### src/rtl/moltiplicatore_seq.sv
// Iterative shift-and-add unsigned multiplier, one multiplier bit per clock.
// An operation accepted on edge E0 iterates on edges E1..EN. The 2N-bit
// product appears on {prod_hi, prod_lo} at EN, and done pulses for the
// following cycle so a downstream register can write prod_lo exactly once.
module moltiplicatore_seq #(
    parameter int N = 32
) (
    input  logic         clock,
    input  logic         reset,
    input  logic         start,
    input  logic [N-1:0] a,
    input  logic [N-1:0] b,
    output logic         busy,
    output logic         done,
    output logic [N-1:0] prod_lo,
    output logic [N-1:0] prod_hi
);

    localparam int CW = $clog2(N) + 1;

    localparam logic [1:0] S_IDLE = 2'd0;
    localparam logic [1:0] S_RUN  = 2'd1;
    localparam logic [1:0] S_DONE = 2'd2;

    logic [1:0]     r_state;
    logic [2*N-1:0] r_mcand;
    logic [N-1:0]   r_mplier;
    logic [2*N-1:0] r_acc;
    logic [CW-1:0]  r_cnt;
    logic [2*N-1:0] r_prod;

    logic [2*N-1:0] w_sum;
    logic           w_last;

    // Partial sum for this iteration: add the shifted multiplicand when the current multiplier bit is set.
    // NOTE: assign a default before any conditional update so the block stays purely combinational (no latch).
    always_comb begin
        w_sum = r_acc;
        if (r_mplier[0]) begin
            w_sum = r_acc + r_mcand;
        end
    end

    // The Nth iteration is the one that starts with the counter at N-1.
    assign w_last = (r_cnt == CW'(N - 1));

    // Control FSM and datapath registers. A start seen in RUN is ignored; in IDLE or DONE it loads new operands.
    // NOTE: all state here uses non-blocking assignments so every register samples pre-edge values.
    always_ff @(posedge clock or posedge reset) begin
        if (reset) begin
            r_state  <= S_IDLE;
            r_mcand  <= '0;
            r_mplier <= '0;
            r_acc    <= '0;
            r_cnt    <= '0;
            r_prod   <= '0;
        end else begin
            case (r_state)
                S_IDLE, S_DONE: begin
                    if (start) begin
                        r_mcand  <= {{N{1'b0}}, a};
                        r_mplier <= b;
                        r_acc    <= '0;
                        r_cnt    <= '0;
                        r_state  <= S_RUN;
                    end else begin
                        r_state  <= S_IDLE;
                    end
                end
                S_RUN: begin
                    r_acc    <= w_sum;
                    r_mcand  <= r_mcand << 1;
                    r_mplier <= r_mplier >> 1;
                    r_cnt    <= r_cnt + CW'(1);
                    if (w_last) begin
                        r_prod  <= w_sum;
                        r_state <= S_DONE;
                    end
                end
                default: begin
                    r_state <= S_IDLE;
                end
            endcase
        end
    end

    // Status and product outputs are decoded straight from registers, so reset clears them without a clock.
    assign busy    = (r_state == S_RUN);
    assign done    = (r_state == S_DONE);
    assign prod_lo = r_prod[N-1:0];
    assign prod_hi = r_prod[2*N-1:N];

endmodule

### config.mk
export PLATFORM = sky130hd
export DESIGN_NAME = moltiplicatore_seq
export DESIGN_NICKNAME = d
export VERILOG_FILES = /design/src/rtl/moltiplicatore_seq.sv
export SDC_FILE = /design/constraint.sdc
export NUM_CORES = 1
export LEC_CHECK = 0
export CELL_PAD_IN_SITES_DETAIL_PLACEMENT = 1
export CELL_PAD_IN_SITES_GLOBAL_PLACEMENT = 1
export CORE_UTILIZATION = 44
export CTS_CLUSTER_SIZE = 8
export DETAILED_ROUTE_END_ITERATION = 16
export PLACE_DENSITY = 0.89
export SYNTH_ARGS = -nofsm -noshare
export SYNTH_HDL_FRONTEND = slang
export SYNTH_SLANG_ARGS = --single-unit
### constraint.sdc
create_clock -name clock -period 12 [get_ports clock]
set_input_delay 3.6 -clock clock [delete_from_list [all_inputs] [get_ports clock]]
set_output_delay 3.6 -clock clock [all_outputs]
set_load 0.02 [all_outputs]
-- Word level (Yosys, flattened, before mapping)
Index checks and enable logic that the tools add are counted.
- flip-flop bits (word level): 232
- bits of input ports: 67
- word-level logic and storage cells: 30
- add/subtract/negate cells: 2
- eq/ne operators: 5
- multiplexer cells: 12
- reductions and logical operators: 5
- operators by type and width (cell ; number):
    one-hot mux 64 bit (2 select lines) ; 2
    2-to-1 mux 64 bit ; 3
    adder 64 bit ; 1
    one-hot mux 32 bit (2 select lines) ; 1
    2-to-1 mux 32 bit ; 1
    one-hot mux 6 bit (2 select lines) ; 1
    adder 6 x 1 -> 6 bit (second input constant) ; 1
    == test 6 x 5 -> 1 bit (second input constant) ; 1
    2-to-1 mux 6 bit ; 1
    one-hot mux 2 bit (2 select lines) ; 1
    AND reduction 2 bit ; 2
    == test 2 x 1 -> 1 bit (second input constant) ; 1
    == test 2 bit (second input constant) ; 1
    logical NOT 2 bit ; 1
    2-to-1 mux 2 bit ; 1
    inequality test 2 x 1 -> 1 bit (second input constant) ; 1
    inequality test 2 bit (second input constant) ; 1
    nonzero test 2 bit ; 1
    OR reduction 2 bit ; 1
    2-to-1 mux 1 bit ; 1

-- Depth between registers and ports, before layout
- word-level depth: 4
- mapped depth: 13

-- Worst setup path before layout
No wires, ideal clock.
- path kind: register to output
- start: register r_state[1]
- end: output port busy
- arrival time: 1.434 ns
- slack: 6.966 ns
- cell stages (with the launch flop): 6
- buffers on the path: 3
- cell sequence: dfrtp_1 -> nand2b_1 -> clkbuf_1 -> clkinv_1 -> clkbuf_1 -> clkbuf_1
- longest elaborated chain between the ends: 1
- RTL lines (item ; line ; RTL):
    from (decl) ; 25 ; logic [1:0] r_state;
    from (signal assigned) ; 51 ; r_state <= S_IDLE;
    from (signal assigned) ; 65 ; r_state <= S_RUN;
    from (signal assigned) ; 67 ; r_state <= S_IDLE;
    == test 2 x 1 -> 1 bit ; 88 ; assign busy = (r_state == S_RUN);
    to (decl) ; 13 ; output logic busy,
No other way between the ends.

-- Worst setup path in the final report
- start: register r_state[0]
- end: output port busy
Same word-level chain as after synthesis.

==> summary.md <==
| Metric | Value |
|---|---|
| Vias | `~12000` |
| Area Growth Syn to Fin | `18.6%` |
| Post-synthesis cell area | `around 0.013 mm2` |
| Post-CTS Setup Repair Bufs | `0` |
| Fraction of layout cells with a size suffix above 1 | `5.51%` |
| Slew Limit Headroom | `a little over a fifth` |
| Drt initial violations | `842` |
| Status | `complete, no violations` |
| # placed instances | `just under 2000` |
| Synth Net Count | `about 1600` |
| HP Class | `reg2reg` |
| Register bit total from synthesis | `roughly 230` |
| Hold EP | `r_prod[38]` |
| Largest area contributor in the netlist | `dfrtp_1` |
| Reg2reg start | `r_state[0]` |
| Worst EP required | `roughly 8.4 ns` |
| Post-Syn Instances | `1498` |
| Async SR Flop Fraction | `100%` |
| Initial antenna violation count | `0` |
| Fin cells | `roughly 2000` |
| Total CTS buffers | `35` |
| Maximum number of pins on one net before global-route repair | `between 100 and 150` |
| Ranking of synthesized cells by area | `dfrtp_1, nand2_1, ha_1, o21ai_0, a21oi_1` |
| WL final | `between 40 and 50 mm` |
| Critical path arrival | `between 3 and 4 ns` |
| N_diodes | `0` |
| Peak Freq | `between 0.1 and 0.15 GHz` |
| Top delay family on crit path | `buffers and inverters` |
| Mean post-synth cell area | `a little under 9 um2` |
| Synth top area share | `43.5%` |
| Hold Violations, Final | `0` |
| Gates resized, CTS repair | `0` |
| CTS Buffer Depth | `3` |
| Cells along the critical path | `nand2b_1 -> clkinv_2 -> clkdlybuf4s50_1` |
| Vias per cell | `6.15` |
| Worst Tran Pin Value | `about 1.2 ns` |
| CP max stage cell | `clkinv_2` |
| Total GRT Usage | `roughly 28%` |
| Die width | `176 um` |
| Post-synth EDFFs | `0` |
| Die height | `approximately 180 um` |
| PwrDens | `316 mW/mm2` |
| Leakage | `around 7 nW` |
| DRC Markers | `0` |
| Worst min-delay path startpoint | `r_prod[38]` |
| Final Max Slew Viols | `0` |
| Worst setup startpoint | `r_state[0]` |
| Final Skew | `0.0211 ns` |
| Critical path class | `reg2out` |
| Hold depth | `2` |
| Starting Density | `between 40 and 50%` |
| Max Cap Viol | `0` |
| H-tree depth | `2` |
| Synth warn | `0` |
| Reg clk slew, reported paths | `roughly 0.050 ns` |
| R2R Path End | `r_prod[50]` |
| Startpoint types | `register` |
| # clock sinks | `around 230` |
| Setup TNS | `0 ns` |
| Setup slack after layout | `5.17 ns` |
| Antenna-violating nets left | `0` |
| Hold-fix buffers, CTS | `0` |
| Initial DRT Pass Iterations | `5` |
| RSZ-0062 raised after global routing | `false` |
| Worst Path Max Fanout | `44` |
| First-pass GRT wire length | `68.9 mm` |
| Netlist cell types | `67` |
| Clock Latency Late Sink | `approximately 0.52 ns` |
| Buffers on Ports | `132` |
| Dpl ws | `roughly 5.8 ns` |
| GP Congestion | `approximately 0.9` |
| Clk root buf | `clkbuf_16` |
| Number of buffers and inverters on the critical path | `2` |
| Tmin final | `6.83 ns` |
| Final HPWL DP | `roughly 28 mm` |
| Vias in the first global route | `12800` |
| Final worst-path cycle share | `56.9%` |
| Finish-stage setup viols | `0` |
| Worst VDD drop | `0.000138 V` |
| Flop-to-flop setup slack | `6.72 ns` |
| Top_reg_cell synth | `dfrtp_1` |
| Io pins | `roughly 130` |
| Core area | `about 0.03 mm2` |
| CP endpoint kind | `primary output` |
| GR Overflow Total | `0` |
| Crit path largest cell delay | `approximately 0.85 ns` |
| Sequential share of the synthesized area | `a little over two fifths` |
| FF-to-FF path depth | `10` |
| Routed WL per cell | `~21 um` |
| Worst hold slack | `0.461 ns` |
| Die area | `0.0310 mm2` |
| Num rows | `63` |
| Post-layout net count | `approximately 1700` |
| CTS tree | `built` |
-- metal layers --
layer | up-vias | wire, um | track usage [%] | share of wire (%)
met4 | 0 | 1370 | 11.3 | 3.3
met3 | 105 | 2050 | 4.20 | 4.9
li1 | 5513 | - | - | -
met2 | 348 | 20400 | 46.3 | 49
met5 | - | 0 | 0 | 0
met1 | 6136 | 17900 | 36.0 | 43
-- power by group --
group / internal, W / switching, W / leakage [nW]
logic: 0.000999 / 0.00168 / 3.60
registers: 0.00112 / 0.000285 / 3.01
clock network: 0.000553 / 0.000353 / 0.475
-- worst max-delay path by stage --
stage	to	slack, ns	cells after the start
3_3_place_gp	busy	5.90	3
3_5_place_dp	busy	5.79	3
4_1_cts	busy	5.17	3
5_1_grt	busy	4.99	3
6_report	busy	5.17	3
2_1_floorplan	r_acc[0]	2.04	1
-- flip-flops by register name, summed over array words and instances (netlist names) --
signal / cells
r_mcand: 64
r_state: 2
r_acc: 64
r_mplier: 32
r_prod: 64
r_cnt: 6
-- tightest hold or removal path: cells and delay by family, from the launching register on --
family | cells | cell delay (ns)
DFF | 1 | 0.33
and+or+nand+nor | 2 | 0.10
-- per-stage QoR --
stage                     power [W]  instance area [um2]  utilization [%]
final                       0.00499                15800             53.2
after global routing        0.00534                15800             53.2
after floorplan             0.00320                13300                -
after detailed placement    0.00401                14900             50.0
after global placement      0.00386                14900             50.0
after CTS                   0.00499                15800             53.2
-- cell families (layout without fill, tap and decap cells) --
kind of cell    Yosys count  count (layout)  synth area share [%]
compound gates          477             477                  23.3
xor+xnor                 61              61                  4.00
fa+ha+maj                65              65                  6.15
buf+inv                 127             208                  3.73
flops                   232             232                  43.5
mux                      25              25                  1.96
simple gates            511             511                  17.3
-- final cells by class --
class / instances / area [um2]
clock buffer: 38 / 908
tap: 390 / 488
inverter: 24 / 98.8
clock inverter: 4 / 60.1
multi-input combinational: 1139 / 7060
sequential: 232 / 5810
fill: 3356 / 13900
timing repair buffer: 142 / 1400
-- layout by cell type, fill, tap and decap left out, types with 15 or more instances in the layout --
cell type | synthesis | final
nor3_1 | 20 | 20
nand4_1 | 20 | 20
nor2_1 | 56 | 55
clkdlybuf4s50_1 | 0 | 132
inv_1 | 23 | 20
a21o_1 | 22 | 22
o21ai_0 | 148 | 148
ha_1 | 64 | 64
nand2_1 | 277 | 275
xnor2_1 | 46 | 46
a22oi_1 | 61 | 61
a22o_1 | 42 | 42
dfrtp_1 | 232 | 231
nand3_1 | 62 | 62
xor2_1 | 15 | 15
and3_1 | 20 | 20
clkbuf_16 | 0 | 36
a21oi_1 | 102 | 102
mux2i_1 | 16 | 16
nand2b_1 | 17 | 17
-- cell usage after synthesis, drive strengths merged (17+ instances only) --
library cell / number
nand2: 277
nand4: 23
nor2: 56
dfrtp: 232
a21oi: 104
buf: 20
nand3: 62
nand2b: 17
and3: 20
a22oi: 61
xnor2: 46
nor3: 23
a21o: 22
o21ai: 152
ha: 64
inv: 23
clkbuf: 83
a22o: 42
Note: power is estimated with default switching activity, not from simulation.
